===== src/rtl/reference_timestamper_pkg.sv =====
// reference_timestamper_pkg
// Shared types and constants for reference_timestamper and its record FIFO.
//   state_e          : capture state machine (PRIME -> RUN).
//   DROP_COUNT_WIDTH : width of the optional dropped-record counter.
//   sat_inc_drop     : saturating increment for the dropped-record counter.
// The {time, data} record depends on module parameters. It is therefore
// declared as a packed struct inside reference_timestamper, which owns those
// parameters.
package reference_timestamper_pkg;

    typedef enum logic [0:0] {
        PRIME,
        RUN
    } state_e;

    localparam int unsigned DROP_COUNT_WIDTH = 32;

    function automatic logic [DROP_COUNT_WIDTH-1:0] sat_inc_drop(
        input logic [DROP_COUNT_WIDTH-1:0] value
    );
        return (&value) ? value : value + DROP_COUNT_WIDTH'(1);
    endfunction

endpackage


===== src/rtl/timestamp_fifo.sv =====
// timestamp_fifo
// Synchronous record FIFO. A push is accepted on a full FIFO when a pop
// happens in the same cycle. The head is presented combinationally, so a
// record pushed into an empty FIFO is visible one cycle after its push.
// When the FIFO is empty, rdata_o holds the last popped record. It reads 0
// after reset.
// Ports:
//   clock, reset : clock and asynchronous active-low reset
//   push_i       : write wdata_i (caller guarantees !full_o || pop_i)
//   pop_i        : remove the head (caller guarantees !empty_o)
//   wdata_i      : record to write
//   rdata_o      : head record, or the last popped record when empty
//   full_o       : FIFO is full
//   empty_o      : FIFO is empty
module timestamp_fifo #(
    parameter int unsigned WIDTH = 8,
    parameter int unsigned DEPTH = 8
) (
    input  logic             clock,
    input  logic             reset,
    input  logic             push_i,
    input  logic             pop_i,
    input  logic [WIDTH-1:0] wdata_i,
    output logic [WIDTH-1:0] rdata_o,
    output logic             full_o,
    output logic             empty_o
);
    localparam int unsigned AW   = $clog2(DEPTH);
    localparam int unsigned CntW = AW + 1;

    logic [WIDTH-1:0] mem_q [DEPTH];
    logic [AW-1:0]    wr_ptr_q, wr_ptr_d;
    logic [AW-1:0]    rd_ptr_q, rd_ptr_d;
    logic [CntW-1:0]  count_q, count_d;
    logic [WIDTH-1:0] last_q, last_d;

    assign empty_o = (count_q == '0);
    assign full_o  = (count_q == CntW'(DEPTH));
    assign rdata_o = empty_o ? last_q : mem_q[rd_ptr_q];

    always_comb begin
        wr_ptr_d = wr_ptr_q;
        rd_ptr_d = rd_ptr_q;
        count_d  = count_q;
        last_d   = last_q;
        // DEPTH is a power of two, so the pointers wrap naturally.
        if (push_i) begin
            wr_ptr_d = wr_ptr_q + AW'(1);
        end
        if (pop_i) begin
            rd_ptr_d = rd_ptr_q + AW'(1);
            last_d   = mem_q[rd_ptr_q];
        end
        if (push_i && !pop_i) begin
            count_d = count_q + CntW'(1);
        end else if (!push_i && pop_i) begin
            count_d = count_q - CntW'(1);
        end
    end

    always_ff @(posedge clock or negedge reset) begin
        if (!reset) begin
            wr_ptr_q <= '0;
            rd_ptr_q <= '0;
            count_q  <= '0;
            last_q   <= '0;
        end else begin
            wr_ptr_q <= wr_ptr_d;
            rd_ptr_q <= rd_ptr_d;
            count_q  <= count_d;
            last_q   <= last_d;
        end
    end

    // Storage is not reset. A slot can be read only after it has been written.
    always_ff @(posedge clock) begin
        if (push_i) begin
            mem_q[wr_ptr_q] <= wdata_i;
        end
    end

endmodule


===== src/rtl/reference_timestamper.sv =====
// reference_timestamper
// Samples d on every rising clock edge and keeps a free-running timestamp
// `now`. It queues a {now, d} record whenever d differs from the previous
// sample. The first cycle after reset always queues a priming record at
// time 0. Records drain through a valid/ready port.
// Ports:
//   clock, reset  : clock and asynchronous active-low reset
//   d             : observed signal
//   out_valid     : head record available
//   out_ready     : consumer accepts the head record
//   out_time      : timestamp of the head record
//   out_data      : value of the head record
//   overflow      : sticky; at least one record was dropped
//   time_wrapped  : sticky; the timestamp counter has wrapped
//   dropped_count : saturating count of dropped records. This port exists
//                   only when REFERENCE_TIMESTAMPER_DROP_COUNT_EN is defined.
module reference_timestamper
    import reference_timestamper_pkg::*;
#(
    parameter int unsigned DATA_WIDTH = 1,
    parameter int unsigned TIME_WIDTH = 64,
    parameter int unsigned FIFO_DEPTH = 8
) (
    input  logic                  clock,
    input  logic                  reset,
    input  logic [DATA_WIDTH-1:0] d,
    output logic                  out_valid,
    input  logic                  out_ready,
    output logic [TIME_WIDTH-1:0] out_time,
    output logic [DATA_WIDTH-1:0] out_data,
    output logic                  overflow,
    output logic                  time_wrapped
`ifdef REFERENCE_TIMESTAMPER_DROP_COUNT_EN
    ,
    output logic [DROP_COUNT_WIDTH-1:0] dropped_count
`endif
);
    typedef struct packed {
        logic [TIME_WIDTH-1:0] ts;
        logic [DATA_WIDTH-1:0] data;
    } record_t;

    state_e                state_q, state_d;
    logic [TIME_WIDTH-1:0] now_q, now_d;
    logic [DATA_WIDTH-1:0] prev_q, prev_d;
    logic                  overflow_q, overflow_d;
    logic                  wrapped_q, wrapped_d;

    logic    push_req, push, pop, drop;
    logic    fifo_full, fifo_empty;
    record_t wr_rec, rd_rec;

    assign out_valid = !fifo_empty;
    assign pop       = out_valid && out_ready;
    // PRIME captures the initial value unconditionally.
    assign push_req  = (state_q == PRIME) || (d != prev_q);
    // A pop in the same cycle frees the slot for a push into a full FIFO.
    assign drop      = push_req && fifo_full && !pop;
    assign push      = push_req && !drop;
    assign wr_rec    = '{ts: now_q, data: d};

    always_comb begin
        state_d    = RUN;
        now_d      = now_q + TIME_WIDTH'(1);
        prev_d     = d;
        overflow_d = overflow_q | drop;
        wrapped_d  = wrapped_q | (&now_q);
    end

    always_ff @(posedge clock or negedge reset) begin
        if (!reset) begin
            state_q    <= PRIME;
            now_q      <= '0;
            prev_q     <= '0;
            overflow_q <= 1'b0;
            wrapped_q  <= 1'b0;
        end else begin
            state_q    <= state_d;
            now_q      <= now_d;
            prev_q     <= prev_d;
            overflow_q <= overflow_d;
            wrapped_q  <= wrapped_d;
        end
    end

    timestamp_fifo #(
        .WIDTH (TIME_WIDTH + DATA_WIDTH),
        .DEPTH (FIFO_DEPTH)
    ) u_fifo (
        .clock   (clock),
        .reset   (reset),
        .push_i  (push),
        .pop_i   (pop),
        .wdata_i (wr_rec),
        .rdata_o (rd_rec),
        .full_o  (fifo_full),
        .empty_o (fifo_empty)
    );

    assign out_time     = rd_rec.ts;
    assign out_data     = rd_rec.data;
    assign overflow     = overflow_q;
    assign time_wrapped = wrapped_q;

`ifdef REFERENCE_TIMESTAMPER_DROP_COUNT_EN
    logic [DROP_COUNT_WIDTH-1:0] drop_cnt_q, drop_cnt_d;

    always_comb begin
        drop_cnt_d = drop ? sat_inc_drop(drop_cnt_q) : drop_cnt_q;
    end

    always_ff @(posedge clock or negedge reset) begin
        if (!reset) begin
            drop_cnt_q <= '0;
        end else begin
            drop_cnt_q <= drop_cnt_d;
        end
    end

    assign dropped_count = drop_cnt_q;
`endif

endmodule

===== config.mk =====
export PLATFORM = sky130hd
export DESIGN_NAME = reference_timestamper
export DESIGN_NICKNAME = d
export VERILOG_FILES = /design/src/rtl/reference_timestamper_pkg.sv /design/src/rtl/timestamp_fifo.sv /design/src/rtl/reference_timestamper.sv
export SDC_FILE = /design/constraint.sdc
export NUM_CORES = 1
export LEC_CHECK = 0
export ABC_AREA = 1
export BUFFER_PORTS_ARGS = -buffer_cell sky130_fd_sc_hd__buf_2
export CORE_ASPECT_RATIO = 0.6
export CORE_MARGIN = 2
export CORE_UTILIZATION = 30
export DETAILED_ROUTE_END_ITERATION = 6
export MAX_ROUTING_LAYER = met4
export PLACE_DENSITY = 0.51
export SYNTH_ARGS = -nofsm -noshare
export SYNTH_HDL_FRONTEND = slang
export SYNTH_SLANG_ARGS = --single-unit

===== constraint.sdc =====
create_clock -name clock -period 12.8 [get_ports clock]
set_clock_uncertainty 0.1 [all_clocks]
set_input_delay 0.64 -clock clock [delete_from_list [all_inputs] [get_ports clock]]
set_output_delay 0.64 -clock clock [all_outputs]
set_load 0.005 [all_outputs]

== Word level (Yosys, flattened, before mapping) ==
Memory sizes are Yosys's and may differ from the RTL's.
Index checks and enable logic that the tools add are counted.

* Add/subtract/negate cells: 5
* Equal/unequal tests: 2
* Muxes and demuxes: 5
* Bitwise operators: 3
* Reduce and logical (&&, ||, !) cells: 14

{| class="wikitable"
|+ Operators by type and width
! operator !! number
|-
| $mux 65 || 1
|-
| $add 64x1->64 const B || 1
|-
| $reduce_and 64->1 || 1
|-
| $mux 4 || 2
|-
| $add 3x1->3 const B || 2
|-
| $logic_and 1x1->1 || 6
|-
| $add 4x1->4 const B || 1
|-
| $eq 4x4->1 const B || 1
|-
| $logic_not 1->1 || 4
|-
| $logic_not 4->1 || 1
|-
| $sub 4x1->4 const B || 1
|-
| $mux 1 || 2
|-
| $or 1x1->1 || 2
|-
| $reduce_bool 2->1 || 1
|-
| $logic_or 1x1->1 || 1
|-
| $ne 1x1->1 || 1
|-
| $not 1->1 || 1
|}

* Register bits after elaboration: 143
* Bits in writable memories: 520
* Output and inout bits: 68
* Logic and storage cells: 39
* Memories kept: 1

{| class="wikitable"
|+ Memory list
! memory !! depth !! width !! read ports !! clocked after Yosys merged registers in !! write ports !! RTL line !! source
|-
| u_fifo.mem_q || 8 || 65 || 1 || 0 || 1 || timestamp_fifo.sv:31 || <nowiki>logic [WIDTH-1:0] mem_q [DEPTH];</nowiki>
|}

== Depth between registers and ports, before layout ==
* Depth after elaboration: 11
* Mapped depth: 13
* Depth with buffers taken out: 13

== By module ==
Synthesis repeated with hierarchy kept, for this count alone.

* Cells, all modules: 3,079
* Area total of the unflattened synthesis: 29,607.1 um2

{| class="wikitable"
|+ Modules (own cells, without submodules)
! module !! times used !! cells each !! area each (um2) !! sequential area each (um2)
|-
| timestamp_fifo || 1 || 2,547 || 25,782.2 || 17,491.8
|-
| reference_timestamper || 1 || 532 || 3,824.9 || 1,701.6
|}

== Worst setup path after synthesis ==
No wires, ideal clock.

* Path type: input to register
* From: input d
* To: memory u_fifo.mem_q[0][0] (netlist name) (enable)
* Library setup time: 0.488 ns
* Arrival time: 4.048 ns
* Required time: 12.212 ns
* Setup slack: 8.164 ns
* Stages: 5
* Buffers on the path: 0
* Cell sequence: xnor2_1 a21oi_2 inv_1 or2_1 nor2_1

* Cells in the longest elaborated chain, start to end: 8

{| class="wikitable"
|+ Ends and longest elaborated chain
! what !! RTL line !! source
|-
| start, declared || reference_timestamper.sv:26 || <nowiki>input logic [DATA_WIDTH-1:0] d,</nowiki>
|-
| $ne 1x1->1 (*) || reference_timestamper.sv:56 || <nowiki>assign push_req = (state_q == PRIME) || (d != prev_q);</nowiki>
|-
| $logic_or 1x1->1 (*) || reference_timestamper.sv:56 ||
|-
| $logic_and 1x1->1 (2 in series) || reference_timestamper.sv:58 || <nowiki>assign drop = push_req && fifo_full && !pop;</nowiki>
|-
| $logic_not 1->1 || reference_timestamper.sv:59 || <nowiki>assign push = push_req && !drop;</nowiki>
|-
| $logic_and 1x1->1 (*) || reference_timestamper.sv:59 ||
|-
| net push || reference_timestamper.sv:49 || <nowiki>logic push_req, push, pop, drop;</nowiki>
|-
| $mux 1 (*) || timestamp_fifo.sv:77 || <nowiki>if (push_i) begin</nowiki>
|-
| $mux 1 (not written as such) (*) || timestamp_fifo.sv:78 || <nowiki>mem_q[wr_ptr_q] <= wdata_i;</nowiki>
|-
| end, declared || timestamp_fifo.sv:31 ||
|}

Mark *: on every way through the listed nets, which the timed path passes. The rest lies on a longest branch.

== Worst setup path after layout ==
* From: register u_fifo.rd_ptr_q[0]
* To: output out_time[33]

* Cells in the longest elaborated chain, start to end: 2

{| class="wikitable"
|+ Ends and longest elaborated chain
! what !! RTL line !! source
|-
| start, declared || timestamp_fifo.sv:33 || <nowiki>logic [AW-1:0] rd_ptr_q, rd_ptr_d;</nowiki>
|-
| start signal, assigned || timestamp_fifo.sv:69 || <nowiki>rd_ptr_q <= rd_ptr_d;</nowiki>
|-
| $mem_v2 8x65 || - ||
|-
| $mux 65 || timestamp_fifo.sv:39 || <nowiki>assign rdata_o = empty_o ? last_q : mem_q[rd_ptr_q];</nowiki>
|-
| end, declared || reference_timestamper.sv:29 || <nowiki>output logic [TIME_WIDTH-1:0] out_time,</nowiki>
|}

Every way passes these cells.

==> results.txt <==
- The flow ran to the end, and the final reports show no timing, DRC or antenna violations.
* Clock insertion delay at the later pin of the skew report: 0.64 ns
* Routability congestion estimate from global placement: 0.8897
* Number of cell rows: 87
* Vias in the first global route: about 18000
* Post-CTS setup repair buffer count: 0
- Entering global routing, the biggest net connects 122 pins.
* Portion of the post-synthesis area used by sequential elements: 0.6773
- The initial utilization of the core area, before any placement, comes to 0.3023.
- Global-route layer with the greatest usage: met1
* Part of the power in registers: 0.396
- Of the post-synthesis cell area, the dominant cell type holds 0.5510.
- Hold Buf Count CTS: 1
- Top-Level Pins: 72
- Along the worst path, the maximum fanout reaches 66.
* Minimum setup slack after placement: 8.475 ns
* Dpl cells: 4049
- M2 GR Usage: 0.2169
* Async set-or-reset flop fraction in the synthesized netlist: 0.2157
- Leakage power: between 10 and 15 nW
- Total wirelength of the detailed-routed design: 77620 µm
- The average instance in the mapped netlist occupies 10.01 µm².
- Post-layout instance count excluding filler cells: 4166
- Switching Power: 2.920 mW
- In the post-route analysis, the smallest setup slack over all paths is between 8 and 9 ns.
- The die covers 97010 µm².
- Across all hold checks on the routed design, the worst slack comes to 0.1287 ns.
* Worst-case headroom to the max-slew limit: 0.2028
* Net count of the mapped netlist: 2843
- The first global-routing pass estimated 118200 µm of wire.
- Number of enable flip-flop cells after synthesis: 520
- Once detailed placement completed, the half-perimeter wirelength came to between 40000 and 50000 µm.
- Vias after detailed routing: 19157
* Number of buffer cells added on primary ports: 71
* Antenna violations before repair: 1
- Max-cap viol count: 0
- In this run the vertical extent of the chip is 242.1 µm.
* Sinks on Clock Net: 663
- After the first detailed-routing iteration, the DRC count stood at about 1800.
- Counting flops and latches in the post-synthesis netlist gives 663.
- Setup violations remaining at the end of the flow were counted as 0.
- Cell types occupying the most area after synthesis: edfxtp_1 (55%), dfrtp_1 (13%), nand2_1 (12%)
- The worst setup path is of the reg -> out kind.
* Post-synthesis instance area: 28340 µm²
* WP data arrival: 4.01 ns
- After detailed routing, the number of remaining DRC violations is 0.
- Post-route fraction of the period consumed by the critical path: 0.3709
- Post-CTS resize count: 0
- In the global route stage, overall resource usage came out at 0.1632.
* Deepest level of the CTS H-tree: 2
- In the post-synthesis netlist, the cell with the most instances is nand2_1.
- Gate power share: 0.350
- Internal portion of total power: 4.710 mW
- Most numerous cell types in the synthesized netlist: nand2_1 (942), nor2_1 (650), edfxtp_1 (520)
- M1 GR Usage: 0.2604
* Area of the placeable core: 93720 µm²
- Max IR drop VDD: 0.0001287 V
* Highest clock frequency the design can meet: 210.7 MHz
- Number of max-slew violations in the final report: 0
* Synth Instances: 2832
* Final critical-path required period: 4.747 ns
- Relative to the synthesized area, the layout overhead comes to 12.91%.
- Global routing usage on met3: 0.02363
- Synth cell types: 34
* Clock tree from TritonCTS: done
- Maximum count of clock buffers along a single path: 3
* Main flop type after synthesis: edfxtp_1
* GR Overflow Total: 0
- Cell Pwr Density: 238.5 nW/µm²
* Diode insertion count for antenna repair: 0
* Number of buffers created by CTS: a little over 60
- For this run, the number of Yosys warnings is 0.
- Clock-pin slew was measured on the worst setup and hold paths at 0.06 ns.
- Clock Root Buffer: clkbuf_16
* Proportion of total power due to net switching: 0.3827
- Clock share of power: 0.255
- Post-Route Setup TNS: 0 ns
* Share of cells above drive strength 1: 0.08116
- In the final routed layout, each cell accounts on average for 18.63 µm.
* First-pass detailed-route iteration total: 5
* Unrepaired setup endpoints after global routing: false
- Biggest area consumer among synthesized cells: edfxtp_1
- The count of endpoints failing hold in the final timing report was 0.
- CP required: 12.06 ns
* Transition time of the tightest slew-check pin: around 1.2 ns
- Number of cells on the worst reg-to-reg path: 8
- Net count reported at finish: 2878
- In this run the register-to-register setup slack is 8.53 ns.
- The min-delay analysis places its worst path in the category in -> reg.
- Residual antenna-violating net count after detailed routing: 0
- Kind of end point of the critical path: primary output
* Number of cells on the worst hold path: 1
- Post-detailed-route via-to-cell ratio: 4.598
- Die boundary width: about 400 µm
- The worst setup path is launched from a flop.
[power groups by stage]
stage	Clock, mW	Combinational, mW	Sequential (mW)
floorplan	0	1.82	2.99
global placement	0	2.71	3.06
detailed placement	0	2.72	3.06
CTS	2.00	2.73	3.02
global route	2.08	3.06	3.07
finish	1.94	2.67	3.02
[layout make-up]
type	count	area, µm²
clock inverters	29	342.8
multi-input cells	1981	8310
flip-flops and latches	663	19200
well taps	1246	1559
clock buffers	87	1767
fillers	9425	61730
repair buffers	100	581.8
inverters	60	232.7
[logic make-up (layout without fill, tap and decap cells)]
family          Yosys count  after routing  share of synthesized area
compound gates          288            288                    0.05117
xor+xnor                 39             39                    0.01205
fa+ha+maj                 7              7                   0.003356
buf+inv                 188            276                    0.03201
flops                   663            663                     0.6773
other cells               1              1                  0.0001323
simple gates           1646           1646                     0.2239
[state kept, by name, summed over array words and instances (netlist names)]
register	count
u_fifo.count_q	4
prev_q	1
u_fifo.last_q	65
u_fifo.wr_ptr_q	3
now_q	64
overflow	1
time_wrapped	1
u_fifo.mem_q	520
state_q	1
u_fifo.rd_ptr_q	3
[through the flow]
stage / util / power [mW] / instance area [µm²]
5_1_grt: 0.3414 / 8.207 / 32000
3_3_place_gp: 0.3188 / 5.778 / 29880
2_1_floorplan: - / 4.812 / 28340
6_report: 0.3414 / 7.630 / 32000
4_1_cts: 0.3414 / 7.748 / 32000
3_5_place_dp: 0.3188 / 5.788 / 29880
[path summary, 6_finish.rpt]
kind	start	to
min in group asynchronous	reset	u_fifo.last_q[19]
max in group asynchronous	reset	u_fifo.rd_ptr_q[0]
max	u_fifo.rd_ptr_q[0]	out_time[33]
min	d	prev_q
min reg2reg	overflow	overflow
max reg2reg	u_fifo.count_q[0]	u_fifo.rd_ptr_q[2]
[metal layers]
metal,vias to the layer above,wire (µm)
met5,-,0
met4,0,926
met3,77,4173
met2,428,30800
met1,9286,41720
li1,9366,-
[layout by cell type, fill, tap and decap left out, drive strengths merged]
cell / count
a21o: 1
a21oi: 1
buf: 99
bufinv: 7
clkbuf: 87
clkinv: 15
clkinvlp: 4
conb: 1
dfrtp: 143
dlygate4sd3: 1
edfxtp: 520
fa: 1
ha: 6
inv: 63
nand2: 951
nand3: 14
nand3b: 3
nand4: 13
nor2: 663
nor3: 1
o21ai: 285
o21bai: 1
or2: 1
xnor2: 24
xor2: 15
[critical path, stage by stage, from the launching register on]
cell	delay, ns
dfrtp_4	0.97
buf_4	0.67
buf_4	0.68
nor2_1	0.13
nor2_1	0.14
o21ai_1	0.10
nand2_1	0.16
nand2_1	0.07
nand2_1	0.13
nand2_1	0.06
nand2_1	0.08
buf_2	0.11
No activity file was read; power rests on OpenSTA's default activity.
